--- src/rtl/sort_pkg.sv ---
// Shared definitions for the sequential 8-word bitonic sorter.
//   N         : words per batch (the network below is built for 8 only)
//   LOG2N     : index width into the batch buffer
//   STAGES    : number of network stages for N=8
//   state_t   : controller states LOAD / SORT / DRAIN
//   stage_t   : one (k,j) pair of the bitonic network
//   STAGE_TBL : stage pairs in execution order
package sort_pkg;

  localparam int N      = 8;
  localparam int LOG2N  = 3;
  localparam int STAGES = 6;

  typedef enum logic [1:0] {
    LOAD  = 2'd0,
    SORT  = 2'd1,
    DRAIN = 2'd2
  } state_t;

  typedef struct packed {
    logic [3:0] k;
    logic [3:0] j;
  } stage_t;

  localparam stage_t STAGE_TBL [0:STAGES-1] = '{
    '{k: 4'd2, j: 4'd1},
    '{k: 4'd4, j: 4'd2},
    '{k: 4'd4, j: 4'd1},
    '{k: 4'd8, j: 4'd4},
    '{k: 4'd8, j: 4'd2},
    '{k: 4'd8, j: 4'd1}
  };

endpackage

--- src/rtl/bitonic_cmp_exch.sv ---
// Combinational compare-exchange element.
//   a, b   : unsigned input words (a belongs to the lower index)
//   dir    : 0 = ascending (min to lo), 1 = descending (max to lo)
//   lo, hi : words for the lower and higher index
module bitonic_cmp_exch #(
  parameter int WIDTH = 4
) (
  input  logic [WIDTH-1:0] a,
  input  logic [WIDTH-1:0] b,
  input  logic             dir,
  output logic [WIDTH-1:0] lo,
  output logic [WIDTH-1:0] hi
);

  logic swap;

  // Equal words never swap, so either direction leaves them in place.
  assign swap = dir ? (a < b) : (a > b);
  assign lo   = swap ? b : a;
  assign hi   = swap ? a : b;

endmodule

--- src/rtl/bitonic_sort_seq_ctrl.sv ---
// Sequential bitonic sorter: loads 8 unsigned words, sorts them in place over
// 6 cycles (one network stage per cycle) and drains them in nondecreasing order.
//   clk, rst_n          : clock, asynchronous active-low reset
//   in_valid/in_ready   : input handshake, in_data is the offered word
//   out_valid/out_ready : output handshake, out_data is the sorted word
//   out_last            : out_data is the final word of the batch
//   busy                : high while sorting or draining
module bitonic_sort_seq_ctrl
  import sort_pkg::LOG2N, sort_pkg::STAGES, sort_pkg::state_t, sort_pkg::stage_t,
         sort_pkg::STAGE_TBL, sort_pkg::LOAD, sort_pkg::SORT, sort_pkg::DRAIN;
#(
  parameter int WIDTH = 4,
  parameter int N     = 8
) (
  input  logic             clk,
  input  logic             rst_n,
  input  logic             in_valid,
  output logic             in_ready,
  input  logic [WIDTH-1:0] in_data,
  output logic             out_valid,
  input  logic             out_ready,
  output logic [WIDTH-1:0] out_data,
  output logic             out_last,
  output logic             busy
);

  localparam int NCMP = N / 2;

  state_t           state;
  state_t           state_nxt;
  logic [LOG2N-1:0] wr_idx;
  logic [LOG2N-1:0] rd_idx;
  logic [2:0]       stg;

  logic [WIDTH-1:0] mem     [N];
  logic [WIDTH-1:0] mem_nxt [N];

  stage_t           st;
  logic [LOG2N-1:0] lo_idx [NCMP];
  logic [LOG2N-1:0] hi_idx [NCMP];
  logic [NCMP-1:0]  dir;
  logic [WIDTH-1:0] cx_lo  [NCMP];
  logic [WIDTH-1:0] cx_hi  [NCMP];

  logic load_acc;
  logic drain_acc;

  assign load_acc  = (state == LOAD) && in_valid;
  assign drain_acc = (state == DRAIN) && out_ready;

  // Outputs depend on state only, so in_valid never reaches out_valid combinationally.
  assign in_ready  = (state == LOAD);
  assign out_valid = (state == DRAIN);
  assign busy      = (state != LOAD);
  assign out_last  = out_valid && (rd_idx == LOG2N'(N - 1));
  assign out_data  = out_valid ? mem[rd_idx] : '0;

  // Pair selection: lower index is the pair number with a 0 inserted at bit log2(j).
  always_comb begin
    logic [1:0] pp;
    pp = '0;
    st = (stg < 3'(STAGES)) ? STAGE_TBL[stg] : STAGE_TBL[0];
    for (int p = 0; p < NCMP; p++) begin
      pp = 2'(p);
      case (st.j)
        4'd1:    lo_idx[p] = {pp, 1'b0};
        4'd2:    lo_idx[p] = {pp[1], 1'b0, pp[0]};
        default: lo_idx[p] = {1'b0, pp};
      endcase
      hi_idx[p] = lo_idx[p] | st.j[LOG2N-1:0];
      dir[p]    = |({1'b0, lo_idx[p]} & st.k);
    end
  end

  for (genvar g = 0; g < NCMP; g++) begin : g_cx
    bitonic_cmp_exch #(
      .WIDTH(WIDTH)
    ) u_cx (
      .a  (mem[lo_idx[g]]),
      .b  (mem[hi_idx[g]]),
      .dir(dir[g]),
      .lo (cx_lo[g]),
      .hi (cx_hi[g])
    );
  end

  always_comb begin
    for (int i = 0; i < N; i++) begin
      mem_nxt[i] = mem[i];
    end
    for (int p = 0; p < NCMP; p++) begin
      mem_nxt[lo_idx[p]] = cx_lo[p];
      mem_nxt[hi_idx[p]] = cx_hi[p];
    end
  end

  always_comb begin
    state_nxt = state;
    case (state)
      LOAD:    if (load_acc && (wr_idx == LOG2N'(N - 1))) state_nxt = SORT;
      SORT:    if (stg == 3'(STAGES - 1)) state_nxt = DRAIN;
      DRAIN:   if (drain_acc && (rd_idx == LOG2N'(N - 1))) state_nxt = LOAD;
      default: state_nxt = LOAD;
    endcase
  end

  // Control state: a reset discards any partial or in-flight batch.
  always_ff @(posedge clk or negedge rst_n) begin
    if (!rst_n) begin
      state  <= LOAD;
      wr_idx <= '0;
      rd_idx <= '0;
      stg    <= '0;
    end else begin
      state <= state_nxt;
      if (load_acc) begin
        wr_idx <= wr_idx + 1'b1;
      end
      if (state == SORT) begin
        stg <= (stg == 3'(STAGES - 1)) ? 3'd0 : stg + 3'd1;
      end
      // rd_idx wraps 7->0 on the final handshake, ready for the next batch.
      if (drain_acc) begin
        rd_idx <= rd_idx + 1'b1;
      end
    end
  end

  // Batch buffer: data only, no reset.
  always_ff @(posedge clk) begin
    if (load_acc) begin
      mem[wr_idx] <= in_data;
    end else if (state == SORT) begin
      for (int i = 0; i < N; i++) begin
        mem[i] <= mem_nxt[i];
      end
    end
  end

endmodule
--- config.mk ---
export PLATFORM = sky130hd
export DESIGN_NAME = bitonic_sort_seq_ctrl
export DESIGN_NICKNAME = d
export VERILOG_FILES = /design/src/rtl/sort_pkg.sv /design/src/rtl/bitonic_cmp_exch.sv /design/src/rtl/bitonic_sort_seq_ctrl.sv
export SDC_FILE = /design/constraint.sdc
export NUM_CORES = 1
export LEC_CHECK = 0
export CORE_ASPECT_RATIO = 1.75
export CORE_MARGIN = 1.5
export CORE_UTILIZATION = 40
export CTS_CLUSTER_DIAMETER = 30
export DETAILED_ROUTE_END_ITERATION = 6
export PLACE_DENSITY_LB_ADDON = 0.12
export SETUP_SLACK_MARGIN = 0.1
export SYNTH_ARGS = -nofsm -noshare
export SYNTH_HDL_FRONTEND = slang
export SYNTH_SLANG_ARGS = --single-unit
export TNS_END_PERCENT = 5
--- constraint.sdc ---
create_clock -name clk -period 4.8 [get_ports clk]
set_input_delay 1.44 -clock clk [delete_from_list [all_inputs] [get_ports clk]]
set_output_delay 1.44 -clock clk [all_outputs]
set_load 0.02 [all_outputs]
After elaboration in Yosys (flattened, before gate mapping) --
Memories as Yosys holds them, arrays and structs flattened. Index checks and enable logic that the tools add are counted. W data, S select, Z words.
Cells by class: bitwise logic cells 14, magnitude comparators 23, reduce and logical (&&, ||, !) cells 20, multiplexer cells 52, $add $sub $neg 3, equal/unequal tests 10
Operators with widths (number):
- $bwmux W32 | 7
- $demux W4 S3 | 7
- $mux W4 | 17
- $ge A4 B4 Y1 const B | 8
- $lt A4 B1 Y1 const B | 7
- $not A3 Y4 | 7
- $mux W8 | 3
- $gt A4 B4 Y1 | 4
- $reduce_or A4 Y1 | 4
- $logic_and A1 B1 Y1 | 12
- $lt A4 B4 Y1 | 3
- $add A3 B1 Y3 const B | 3
- $eq A3 B3 Y1 const B | 3
- $mux W1 | 9
- $mux W3 | 3
- $and A3 B4 Y4 | 2
- $mux W2 | 4
- $or A3 B3 Y3 | 2
- $pmux W2 S3 | 1
- $pmux W3 S2 | 1
- $and A2 B4 Y4 | 1
- $eq A4 B1 Y1 const B | 1
- $eq A4 B2 Y1 const B | 1
- $ne A2 B1 Y1 const B | 2
- other kinds (10) | 10
Storage, ports and cells: input port bits 8, memory bits (read-only) 64, memories 2, RAM bits 32, logic and storage cells 128, bits in registers 11, output and inout bits 8
Memory list:
- (name not given) | depth 8, width 8, read ports 1, clocked after Yosys merged registers in 0, wr ports 0, RTL line bitonic_sort_seq_ctrl.sv:62 | st = (stg < 3'(STAGES)) ? STAGE_TBL[stg] : STAGE_TBL[0];
- mem | depth 8, width 4, read ports 16, clocked after Yosys merged registers in 0, wr ports 8, RTL line bitonic_sort_seq_ctrl.sv:35 | logic [WIDTH-1:0] mem [N];

Longest topological paths before layout --
depth in word-level cells 19, depth in mapped cells 19, depth with buffers taken out 15

Modules after synthesis --
From an unflattened synthesis, not the netlist that was laid out.
Second synthesis, totals: cells, all modules 580, area, all modules 4923.5 µm²
Modules (own cells, without submodules):
- bitonic_sort_seq_ctrl | times used 1, seq. area each 1236.2 µm², area an instance 3577.2 µm², cells each 420
- bitonic_cmp_exch | times used 4, seq. area each 0.0 µm², area an instance 336.6 µm², cells each 40

Worst setup path after synthesis --
OpenSTA, ideal clock, no wires.
kind reg-to-reg, from register stg[2], to memory mem[5][3] (data pin), buffers on the path 4, period minus slack after synthesis 4.167 ns, slack 0.633 ns, cell stages (with the launch flop) 19, data arrival time 3.901 ns, data required time 4.534 ns, library setup time 0.266 ns, path through dfrtp_1 -> buf_6 -> buf_6 -> inv_1 -> ha_1 -> buf_4 -> nor2_2 -> nand2_1 -> nand2_1 -> mux2_2 -> ha_1 -> nor2b_1 -> o211a_1 -> or3_4 -> and2_4 -> buf_6 -> mux2i_4 -> a221oi_2 -> nor3_2
RTL lines:
- from (decl) | RTL line bitonic_sort_seq_ctrl.sv:33 | logic [2:0] stg;
- from (signal assigned) | RTL line bitonic_sort_seq_ctrl.sv:120 | stg <= (stg == 3'(STAGES - 1)) ? 3'd0 : stg + 3'd1;
- to (decl) | RTL line bitonic_sort_seq_ctrl.sv:35

==> run summary <==
Setup slack, reg-to-reg: 0.29 ns
Most used DFF post-synth: edfxtp_1
Commonest non-fill, non-tap cells in the layout: nand2_1 (52), o21ai_0 (38), a21oi_1 (36)
Final Cycle Share: 94.0%
Die width: 85.1 µm
Pre-CTS WS: 0.273 ns
Final cell count without fillers: 677
Clk buf depth: 2
Clock sinks: 43
Grt ovf: 0
Synth area leader: edfxtp_1
Initial antenna violation count: 0
Clock Skew: 0.00511 ns
Synthesized flop and latch total: 43
Crit-path slowest cell: o221ai_1
Mapped cell area: 4720 µm²
Clock period minus final worst setup slack: 4.51 ns
Crit path largest cell delay: 0.49 ns
Setup_tns: 0 ns
Dpl cells: 669
Setup-violating endpoint count in the final report: 0
Die area: 12,500 µm²
Startpoint Class: flip-flop
# DRC: 0
Worst-Skew Late Latency: 0.29 ns
Layout net count: 573
Fmax: 0.222 GHz
Post-synth EDFFs: 32
Synth top area share: 20.4%
Gate Count Post-Synth: 531
Sequential share of the synthesized area: 26.2%
Post-CTS setup buffers: 0
# port buffers: 15
Ys Warns: 0
Die H: 147 µm
PnR worst setup slack: 0.290 ns
Core Footprint: 11,500 µm²
Top Ports: 16
Max-slew violations: 0
Hold Vio Cnt, Final: 0
Routed WL: 19,600 µm
DRT antenna net count: 0
Status: completed
CP arrival: 4.52 ns
Synth area leaders: edfxtp_1 (20%), ha_1 (6.4%), dfrtp_1 (5.8%), mux2i_1 (5.7%), mux4_2 (4.8%)
FP Rows: 52
Initial core utilization: 41.0%
DR WL/cell: 28.9 µm
Worst EP required: 4.81 ns
TritonRoute pass-1 iters: 5
Largest net degree at the start of global routing: 32
Crit-path max FO: 9
TritonCTS buffer count: 5
Most common cell after layout, fill and taps aside: nand2_1
Vias: 4,746
CP Capture Type: flip-flop
CTS tree: built
Synth cell types: 86
Crit-path cells: inv_1, ha_1, nor2b_2, nand2_1, a21o_1, o221ai_1, inv_1, ha_1, nand2_1, o21ai_0, mux2i_2, mux2_2, a221oi_1, nor2_1
Hpwl dp: 15,200 µm
Top delay family on crit path: compound AO/OA/AOI/OAI gates
Worst Hold Class: flip-flop to flip-flop
First-pass GRT wire length: 29,600 µm
Syn nets: 563
CTS clk-pin slew, worst paths: 0.06 ns
Routability cong.: 1.01
Synth async-reset ratio: 25.6%
RSZ-0062 raised after global routing: false
Share of layout cells above drive strength 1: 16.1%
Area delta synth->final: 10.2%
Vias in the first global route: 4,692
DRT iter0 DRCs: 469
Slew HR: 27.8%
CTS H-tree lvls: 2
Slew @ Worst Pin: 1.08 ns
# diodes: 0
Avg Inst Size Synth: 8.89 µm²
Bufs and invs on worst path: 2
Max_cap viols: 0
Gr usage total: 32.2%
Critical path class: flip-flop to flip-flop
Root Buffer: clkbuf_16
DR vias/cell: 7.01
## cells in the mapped netlist, types with 2 or more instances
cell,n
nor2b_1,7
o41ai_1,2
a22oi_1,4
nor3_2,2
buf_4,4
o21ai_0,38
o221ai_1,11
or2_2,4
mux2i_4,2
o211ai_1,8
mux2i_1,27
a221oi_1,4
edfxtp_1,32
nand3_1,23
nor3_1,9
a21oi_1,36
a211o_1,2
a31oi_1,6
or4b_1,2
mux4_2,10
nand4_1,6
a32o_1,2
o21ai_1,8
a32oi_1,2
o22ai_1,7
and3_1,3
o32a_1,2
nor2_1,34
mux2_2,12
buf_2,5
o31ai_1,2
a221oi_2,7
nand2b_1,14
inv_1,22
nand2_1,52
and2_1,4
xor2_1,2
ha_1,24
buf_6,6
dfrtp_1,11
a21o_1,9
clkbuf_1,17
a2bb2oi_1,2
o21a_1,3
## repair_timing
action | CTS | global route
hold buffers | 0 | 0
setup endpoints to repair | 0 | 1
resized for setup | 0 | 2
## worst reg2reg max path: stages, from the launching register on
cell      delay, ns
dfrtp_1        0.41
inv_1          0.12
ha_1           0.39
nor2b_2        0.35
nand2_1        0.11
a21o_1         0.31
o221ai_1       0.49
inv_1          0.10
ha_1           0.34
nand2_1        0.06
o21ai_0        0.34
mux2i_2        0.39
mux2_2         0.41
a221oi_1       0.31
nor2_1         0.10
## metrics by stage
stage	instance area, µm²	hold slack, ns	utilization, %
2_1_floorplan	4720	0.480	-
3_3_place_gp	5010	0.503	43.5
3_5_place_dp	5010	0.509	43.5
4_1_cts	5190	0.522	45.1
5_1_grt	5200	0.542	45.2
6_report	5200	0.523	45.2
## per-layer routing
metal | GRT usage [%] | vias to the layer above | wire (µm)
li1 | - | 2061 | -
met1 | 37.0 | 2288 | 7020
met2 | 52.5 | 301 | 9260
met3 | 5.45 | 96 | 1510
met4 | 25.0 | 0 | 1780
met5 | 0 | - | 0
## logic make-up (layout without fill, tap and decap cells)
family          Yosys count  after routing  synth area share (%)
fa+ha+maj                24             24                  6.36
xor+xnor                  4              4                  1.14
mux                      53             53                  14.9
buf+inv                  56             67                  5.86
compound gates          174            174                  25.8
flops                    43             43                  26.2
simple gates            177            177                  19.7
## state kept, by name, indices dropped and copies added, names as in the netlist
| register | flops |
|---|---|
| rd_idx | 3 |
| wr_idx | 3 |
| stg | 3 |
| mem | 32 |
| state | 2 |
## final timing paths
| check | from | to | cells past startpoint |
|---|---|---|---|
| max reg2reg | stg[1] | mem[6][1] | 14 |
| min | wr_idx[0] | wr_idx[0] | 1 |
| max | stg[1] | mem[6][1] | 14 |
| max in group asynchronous | rst_n | wr_idx[0] | 1 |
| min reg2reg | wr_idx[0] | wr_idx[0] | 1 |
| min in group asynchronous | rst_n | stg[2] | 1 |
## layout make-up
type,instances,area (µm²)
clock buffers,7,154
clock inverters,1,30.0
fillers,1112,6320
inverters,23,86.3
multi-input cells,432,3220
flip-flops and latches,43,1240
well taps,135,169
repair buffers,36,308
Power is left out: the tool's default activity adds up to more than one toggle a clock period on the data nets, which glitch-free logic cannot reach.
